$ cat config.mk
export PLATFORM = sky130hd
export DESIGN_NAME = sh7604_ibus_initiator
export DESIGN_NICKNAME = d
export VERILOG_FILES = /design/src/rtl/sh7604_ibus_initiator.sv
export SDC_FILE = /design/constraint.sdc
export NUM_CORES = 1
export LEC_CHECK = 0
export BUFFER_PORTS_ARGS = -buffer_cell sky130_fd_sc_hd__buf_2
export CORE_UTILIZATION = 40
export DETAILED_ROUTE_END_ITERATION = 6
export PLACE_DENSITY = 0.66
export SETUP_SLACK_MARGIN = 0.02
export SKIP_CTS_REPAIR_TIMING = 1
export SYNTH_ARGS = -nofsm -noshare
export SYNTH_HDL_FRONTEND = slang
export SYNTH_SLANG_ARGS = --single-unit
$ cat constraint.sdc
create_clock -name CLK -period 4.2 [get_ports CLK]
set_input_delay 0.63 -clock CLK [delete_from_list [all_inputs] [get_ports CLK]]
set_output_delay 0.63 -clock CLK [all_outputs]
set_load 0.005 [all_outputs]
$ cat src/rtl/sh7604_ibus_initiator.sv
// Single-outstanding IBUS master: accepts client byte/word/long commands and runs one bus access each.
// Optional statistics outputs are built when SH7604_IBUS_INIT_STATS_EN is defined.
module sh7604_ibus_initiator #(
    parameter int unsigned TIMEOUT_CYC = 16
) (
    input  logic        CLK,
    input  logic        RST_N,
    input  logic        CE_R,
    input  logic        CE_F,
    input  logic        EN,
    input  logic        RES_N,
    input  logic        CMD_VALID,
    output logic        CMD_READY,
    input  logic [31:0] CMD_ADDR,
    input  logic [31:0] CMD_WDATA,
    input  logic [1:0]  CMD_SIZE,
    input  logic        CMD_WE,
    output logic        RSP_VALID,
    output logic [31:0] RSP_RDATA,
    output logic        RSP_ERR,
    output logic [31:0] IBUS_A,
    output logic [31:0] IBUS_DO,
    input  logic [31:0] IBUS_DI,
    output logic [3:0]  IBUS_BA,
    output logic        IBUS_WE,
    output logic        IBUS_REQ,
    input  logic        IBUS_BUSY,
    input  logic        IBUS_ACT
`ifdef SH7604_IBUS_INIT_STATS_EN
    ,
    output logic [15:0] STAT_XFER,
    output logic [15:0] STAT_STALL
`endif
);

    // state | meaning
    // IDLE  | ready for a command
    // ADDR  | REQ driven, waiting one CE_F so the slave registers read data
    // WAIT  | sampling ACT/BUSY on each CE_R, timeout runs while ACT=0
    // RESP  | response issued, back to IDLE on next CE_R
    typedef enum logic [1:0] {IDLE, ADDR, WAIT, RESP} state_t;

    localparam logic [7:0] TMO_LIM = 8'(TIMEOUT_CYC);

    state_t      state_q, state_d;
    logic [31:0] a_q, a_d, do_q, do_d, rdata_q, rdata_d;
    logic [3:0]  ba_q, ba_d;
    logic [1:0]  size_q, size_d;
    logic        we_q, we_d, req_q, req_d, err_q, err_d, vld_q, vld_d;
    logic [7:0]  tmo_q, tmo_d, tmo_nx;
`ifdef SH7604_IBUS_INIT_STATS_EN
    logic [15:0] xfer_q, xfer_d, stall_q, stall_d;
`endif

    function automatic logic misaligned(input logic [1:0] size, input logic [1:0] lo);
        case (size)
            2'd0:    misaligned = 1'b0;
            2'd1:    misaligned = lo[0];
            2'd2:    misaligned = (lo != 2'b00);
            default: misaligned = 1'b1;
        endcase
    endfunction

    function automatic logic [3:0] lanes(input logic [1:0] size, input logic [1:0] lo);
        case (size)
            2'd0:    lanes = 4'b1000 >> lo;
            2'd1:    lanes = lo[1] ? 4'b0011 : 4'b1100;
            default: lanes = 4'b1111;
        endcase
    endfunction

    function automatic logic [31:0] repl(input logic [1:0] size, input logic [31:0] wd);
        case (size)
            2'd0:    repl = {4{wd[7:0]}};
            2'd1:    repl = {2{wd[15:0]}};
            default: repl = wd;
        endcase
    endfunction

    // Lane 0 is the most significant byte (big-endian bus)
    function automatic logic [31:0] extract(input logic [1:0] size, input logic [1:0] lo,
                                            input logic [31:0] di);
        case (size)
            2'd0: begin
                case (lo)
                    2'd0:    extract = {24'h0, di[31:24]};
                    2'd1:    extract = {24'h0, di[23:16]};
                    2'd2:    extract = {24'h0, di[15:8]};
                    default: extract = {24'h0, di[7:0]};
                endcase
            end
            2'd1:    extract = lo[1] ? {16'h0, di[15:0]} : {16'h0, di[31:16]};
            default: extract = di;
        endcase
    endfunction

    always_comb begin
        state_d = state_q;
        a_d     = a_q;
        do_d    = do_q;
        ba_d    = ba_q;
        we_d    = we_q;
        req_d   = req_q;
        size_d  = size_q;
        rdata_d = rdata_q;
        err_d   = err_q;
        vld_d   = 1'b0;
        tmo_d   = tmo_q;
        tmo_nx  = tmo_q + 8'd1;
`ifdef SH7604_IBUS_INIT_STATS_EN
        xfer_d  = xfer_q;
        stall_d = stall_q;
`endif
        if (CE_R && !RES_N) begin
            state_d = IDLE;
            a_d     = '0;
            do_d    = '0;
            ba_d    = '0;
            we_d    = 1'b0;
            req_d   = 1'b0;
            size_d  = '0;
            rdata_d = '0;
            err_d   = 1'b0;
            tmo_d   = '0;
`ifdef SH7604_IBUS_INIT_STATS_EN
            xfer_d  = '0;
            stall_d = '0;
`endif
        end else if (EN) begin
            case (state_q)
                IDLE: begin
                    if (CE_R && CMD_VALID) begin
                        size_d = CMD_SIZE;
                        if (misaligned(CMD_SIZE, CMD_ADDR[1:0])) begin
                            state_d = RESP;
                            vld_d   = 1'b1;
                            err_d   = 1'b1;
                            rdata_d = '0;
                        end else begin
                            a_d     = CMD_ADDR;
                            we_d    = CMD_WE;
                            ba_d    = lanes(CMD_SIZE, CMD_ADDR[1:0]);
                            do_d    = repl(CMD_SIZE, CMD_WDATA);
                            req_d   = 1'b1;
                            tmo_d   = '0;
                            state_d = ADDR;
                        end
                    end
                end
                ADDR: begin
                    if (CE_F) state_d = WAIT;
                end
                WAIT: begin
                    if (CE_R) begin
                        if (IBUS_ACT && !IBUS_BUSY) begin
                            rdata_d = we_q ? 32'h0 : extract(size_q, a_q[1:0], IBUS_DI);
                            err_d   = 1'b0;
                            req_d   = 1'b0;
                            vld_d   = 1'b1;
                            state_d = RESP;
`ifdef SH7604_IBUS_INIT_STATS_EN
                            if (xfer_q != 16'hFFFF) xfer_d = xfer_q + 16'd1;
`endif
                        end else if (!IBUS_ACT) begin
                            tmo_d = tmo_nx;
                            if (tmo_nx >= TMO_LIM) begin
                                rdata_d = '0;
                                err_d   = 1'b1;
                                req_d   = 1'b0;
                                vld_d   = 1'b1;
                                state_d = RESP;
                            end
                        end
`ifdef SH7604_IBUS_INIT_STATS_EN
                        if (IBUS_BUSY && stall_q != 16'hFFFF) stall_d = stall_q + 16'd1;
`endif
                    end
                end
                RESP: begin
                    if (CE_R) state_d = IDLE;
                end
                default: state_d = IDLE;
            endcase
        end
    end

    always_ff @(posedge CLK or negedge RST_N) begin
        if (!RST_N) begin
            state_q <= IDLE;
            a_q     <= '0;
            do_q    <= '0;
            ba_q    <= '0;
            we_q    <= 1'b0;
            req_q   <= 1'b0;
            size_q  <= '0;
            rdata_q <= '0;
            err_q   <= 1'b0;
            vld_q   <= 1'b0;
            tmo_q   <= '0;
`ifdef SH7604_IBUS_INIT_STATS_EN
            xfer_q  <= '0;
            stall_q <= '0;
`endif
        end else begin
            state_q <= state_d;
            a_q     <= a_d;
            do_q    <= do_d;
            ba_q    <= ba_d;
            we_q    <= we_d;
            req_q   <= req_d;
            size_q  <= size_d;
            rdata_q <= rdata_d;
            err_q   <= err_d;
            vld_q   <= vld_d;
            tmo_q   <= tmo_d;
`ifdef SH7604_IBUS_INIT_STATS_EN
            xfer_q  <= xfer_d;
            stall_q <= stall_d;
`endif
        end
    end

    assign CMD_READY = (state_q == IDLE);
    assign RSP_VALID = vld_q;
    assign RSP_RDATA = rdata_q;
    assign RSP_ERR   = err_q;
    assign IBUS_A    = a_q;
    assign IBUS_DO   = do_q;
    assign IBUS_BA   = ba_q;
    assign IBUS_WE   = we_q;
    assign IBUS_REQ  = req_q;
`ifdef SH7604_IBUS_INIT_STATS_EN
    assign STAT_XFER  = xfer_q;
    assign STAT_STALL = stall_q;
`endif

endmodule

# Yosys cells after proc, flatten, opt, wreduce, memory -nomap -nowiden
# Index checks and enable logic that the tools add are counted.
dict set report totals {
  inputBits 108
  elab_cells 144
  out_inout_bits 105
  regBits 116
}
dict set report op_classes {
  shift 1
  n_reduce_logical 20
  order_cmp 1
  muxes 91
  addsub 1
  eq_ne 19
}
# op count
set ops {}
lappend ops {{$mux 32} 19}
lappend ops {{$pmux 32 s2} 3}
lappend ops {{$mux 8} 7}
lappend ops {{$mux 1} 33}
lappend ops {{$mux 2} 14}
lappend ops {{$reduce_and 7->1} 4}
lappend ops {{$mux 4} 6}
lappend ops {{$pmux 8 s3} 1}
lappend ops {{$ne 3x3->1 const B} 6}
lappend ops {{$mux 16} 1}
lappend ops {{$pmux 8 s2} 1}
lappend ops {{$add 8x1->8 const B} 1}
lappend ops {{$eq 2x1->1 const B} 4}
lappend ops {{$eq 2x2->1 const B} 4}
lappend ops {{$ge 8x5->1 const B} 1}
lappend ops {{$logic_not 2->1} 4}
lappend ops {{$ne 4x4->1 const B} 2}
lappend ops {{$pmux 2 s4} 1}
lappend ops {{$pmux 4 s2} 1}
lappend ops {{$reduce_bool 2->1} 4}
lappend ops {{$ne 3x1->1 const B} 2}
lappend ops {{$pmux 1 s2} 3}
lappend ops {{$reduce_and 4->1} 1}
lappend ops {{$shr 4x2->4 const A} 1}
lappend ops {{other kinds (6)} 9}

# Logic depth before layout (Yosys ltp)
dict set report logic_depth {
  word_depth 11
  depth_mapped 10
  ltp_nobuf 7
}

# Worst setup path after synthesis
# OpenSTA, ideal clock, no wires.
dict set report synth_timing {
  path_kind {register to register}
  from {reg tmo_q[0]}
  to {reg rdata_q[10] (netlist: RSP_RDATA[10])}
  stages_incl_launch_ff 9
  t_arrival_ns 2.311
  t_required_ns 4.075
  setup_time_ns 0.125
  period_less_slack_ns 2.436
  path_buffers 2
  path_slack_ns 1.764
  path_cell_list {dfrtp_1 ha_1 or3_1 a211o_1 a211o_1 o21ba_1 buf_6 buf_6 mux2_4}
}
dict set report synth_between {
  elab_chain_cells 4
}
# element line_no
set synth_lines {}
lappend synth_lines {{start, declared} 50} ;# logic [7:0] tmo_q, tmo_d, tmo_nx;
lappend synth_lines {{start signal, assigned} 215} ;# tmo_q <= tmo_d;
lappend synth_lines {{$add 8x1->8} 109} ;# tmo_nx = tmo_q + 8'd1;
lappend synth_lines {{$ge 8x5->1} 166} ;# if (tmo_nx >= TMO_LIM) begin
lappend synth_lines {{$ne 4x4->1 (no line)} --}
lappend synth_lines {{$reduce_and 7->1 (no line)} --}
lappend synth_lines {{end signal, assigned} 212} ;# rdata_q <= rdata_d;
lappend synth_lines {{end, declared} 46} ;# logic [31:0] a_q, a_d, do_q, do_d, rdata_q, rdata_d;
# Every way passes these cells.
# A chain may end at the register's enable or synchronous reset.

# Worst setup path in the final report
dict set report layout_timing {
  from {reg state_q[0]}
  to {reg tmo_q[5]}
}
dict set report layout_between {
  elab_chain_cells 4
  word_cells_on_any_way 12
  classes_between {6 x eq/ne; 3 x mux; 3 x reduce/logical}
}
# element line_no
set layout_lines {}
lappend layout_lines {{start, declared} 45} ;# state_t state_q, state_d;
lappend layout_lines {{start signal, assigned} 205} ;# state_q <= state_d;
lappend layout_lines {{$eq 2x2->1 or $logic_not 2->1 (tied branches)} 130} ;# case (state_q)
lappend layout_lines {{$pmux 8 s2} 130}
lappend layout_lines {{$mux 8} 129} ;# end else if (EN) begin
lappend layout_lines {{$mux 8} 114} ;# if (CE_R && !RES_N) begin
# Several ways; a longest one is shown, not always the timed one. The select of a mux whose other input is x is not followed.

==> metrics.txt <==
DRT Wirelength=17100 um; R2R setup slack=1510 ps; routability cong.=0.838; Max Clock Freq=371 MHz; synthesized area=0.00602 mm2; Setup CP Type=reg2reg; worst relative slew slack=32.5%; RSZ-0062 raised after global routing=false; Vias/cell=5.31; crit path time final=2690 ps; total instance count after detailed placement=996; adder-cell share of the synthesized area=1.04%; Post-Synth Simple-Gate Area=15.7%; Critical Path Sink Type=register; DR DRC count=0; overall power=3300 uW; IO Pins=213; layout cells sized above 1=33.2%; Worst R2R Start=state_q[0]; Reg2Reg Depth=7; Syn Area/Cell=9.38 um2; drt wl/cell=16.6 um; XOR/XNOR Fraction of Synth Area=0.145%; htree depth=4; Synth async-reset ratio=100%; syn_nets=755; hpwl dp=11900 um; register area share after synthesis=48.2%; Nets=944; full die area=0.0156 mm2; core area=0.0146 mm2; CTS buffer count=17; Ys Warns=0; static leakage=0.00380 uW; TritonRoute pass-1 iters=5; Sink Count=116; Slew @ Worst Pin=1010 ps; post-route insts no fill=1028; port bufs=212; Cells after Synth=642; setup violators final=0; # rows=44; mux cell area share after synthesis=13.2%; number of global-route vias before repair=5330; status=finished clean; Tcrit/Tclk final=64.1%; Reg2Reg Capture Point=tmo_q[5]; gr usage total=22.6%; die width=125 um; routed vias=5458; Overflow after GRT=0; CTS tree=built; MaxCap Viol Count=0; synth top area cells=dfrtp_1 48%, nand2_1 8.5%, mux2i_1 5.8%; Starting Density=41.3%; CP Data Arrival Time=2960 ps; ant diodes=0; Final Core Density=53.0%; clock skew=8.20 ps; worst vdd ir=255 uV; count of final hold-check violations=0; most used flip-flop cell after synthesis=dfrtp_1; CP Launch Type=register; Synth Register Bits=116; number of synthesized flops with an enable pin=0; initial antenna violation count=0; Crit Path Max Fanout=12; most numerous cell in the Yosys netlist=nand2_1; Commonest cells post-synth=137 x nand2_1, 116 x dfrtp_1, 60 x a21oi_1, 57 x nor2_1, 35 x mux2i_1; Hold WC Path Type=in2async; post-route ant nets=0; worst skew pair latency=410 ps; clock-pin slew on the worst setup and hold paths=60 ps; 1st-iter DRT viols=408; post-synth cell types=46; Synth top area share=48.2%; WHS=290 ps; Synth Area in Compound Gates=16.3%; Worst Path Required=4470 ps; Clock Tree Root=clkbuf_16; PwrDens=427 mW/mm2; final setup TNS=0 ps; first-pass GRT wire length=27900 um; CTS Buffer Depth=2; max-slew violations=0; Area growth, synth to finish=28.4%; combinational family with the most area after synthesis=compound AO/OA/AOI/OAI gates; Yosys top cell by area=dfrtp_1; pin count of the biggest net entering global routing=60; Die Ht=125 um
placed cells by master (no fill, tap or decap), types with 4 or more instances in the layout:
master / count
ha_1: 5
buf_2: 211
a2111oi_0: 8
buf_4: 6
inv_1: 29
nor2_1: 56
a22o_1: 9
mux2_1: 4
a311oi_1: 11
o211ai_1: 9
mux4_2: 8
nand2_1: 137
or3_1: 5
mux2_4: 13
mux2i_1: 35
dfrtp_1: 116
a21oi_1: 60
nand2b_1: 9
clkbuf_16: 17
clkinvlp_4: 4
nor3_1: 4
o31ai_1: 9
nand3_1: 8
a211oi_1: 8
a22oi_1: 8
o21ai_0: 13
cell type report:
class	instances	area, um2
well taps	184	230
clock inverters	11	80.1
multi-input cells	447	2810
repair buffers	219	1140
inverters	30	113
clock buffers	21	460
fillers	1366	6850
flip-flops and latches	116	2900
per-layer routing:
layer | GRT usage, % | routed length [um]
met5 | 0 | 0
met4 | 6.02 | 144
met3 | 9.06 | 1580
met2 | 35.0 | 7860
met1 | 29.2 | 7510
registers in the layout, indices dropped and copies added (netlist names):
register and flops:
size_q 2, IBUS_A 32, IBUS_REQ 1, IBUS_DO 32, state_q 2, RSP_ERR 1
IBUS_WE 1, RSP_VALID 1, IBUS_BA 4, RSP_RDATA 32, tmo_q 8
cells by family (layout without fill, tap and decap cells):
group / Yosys count / count (layout)
AOI/OAI and AO/OA: 149 / 149
xor gates and xnor gates: 1 / 1
adders and majority gates: 5 / 5
buffers and inverters: 79 / 281
DFF: 116 / 116
muxes: 62 / 62
and+or+nand+nor: 230 / 230
critical path, cell delays in order (launching register included):
cell and delay, ps:
dfrtp_1 400, inv_1 100, ha_1 320, inv_1 110
or3_1 470, o211ai_1 640, nor3_1 80, a2111oi_0 420
worst max-delay path by stage:
stage,startpoint,to,cells after the start
2_1_floorplan,tmo_q[0],RSP_RDATA[10],8
4_1_cts,state_q[0],IBUS_DO[11],7
6_report,state_q[0],tmo_q[5],7
3_5_place_dp,CMD_SIZE[0],tmo_q[5],6
5_1_grt,state_q[0],tmo_q[5],7
3_3_place_gp,CE_R,RSP_RDATA[10],7
stage by stage:
step	worst slack, ps	cell area (um2)
2_1_floorplan	1760	6020
3_3_place_gp	1390	7190
3_5_place_dp	1270	7190
4_1_cts	1510	7730
5_1_grt	1270	7730
6_report	1510	7730
power breakdown:
| part | internal (uW) | switching, uW |
|---|---|---|
| Sequential | 1210 | 78.8 |
| Clock | 784 | 532 |
| Combinational | 306 | 387 |
| Total | 2300 | 998 |
(Power assumes the default switching activity.)
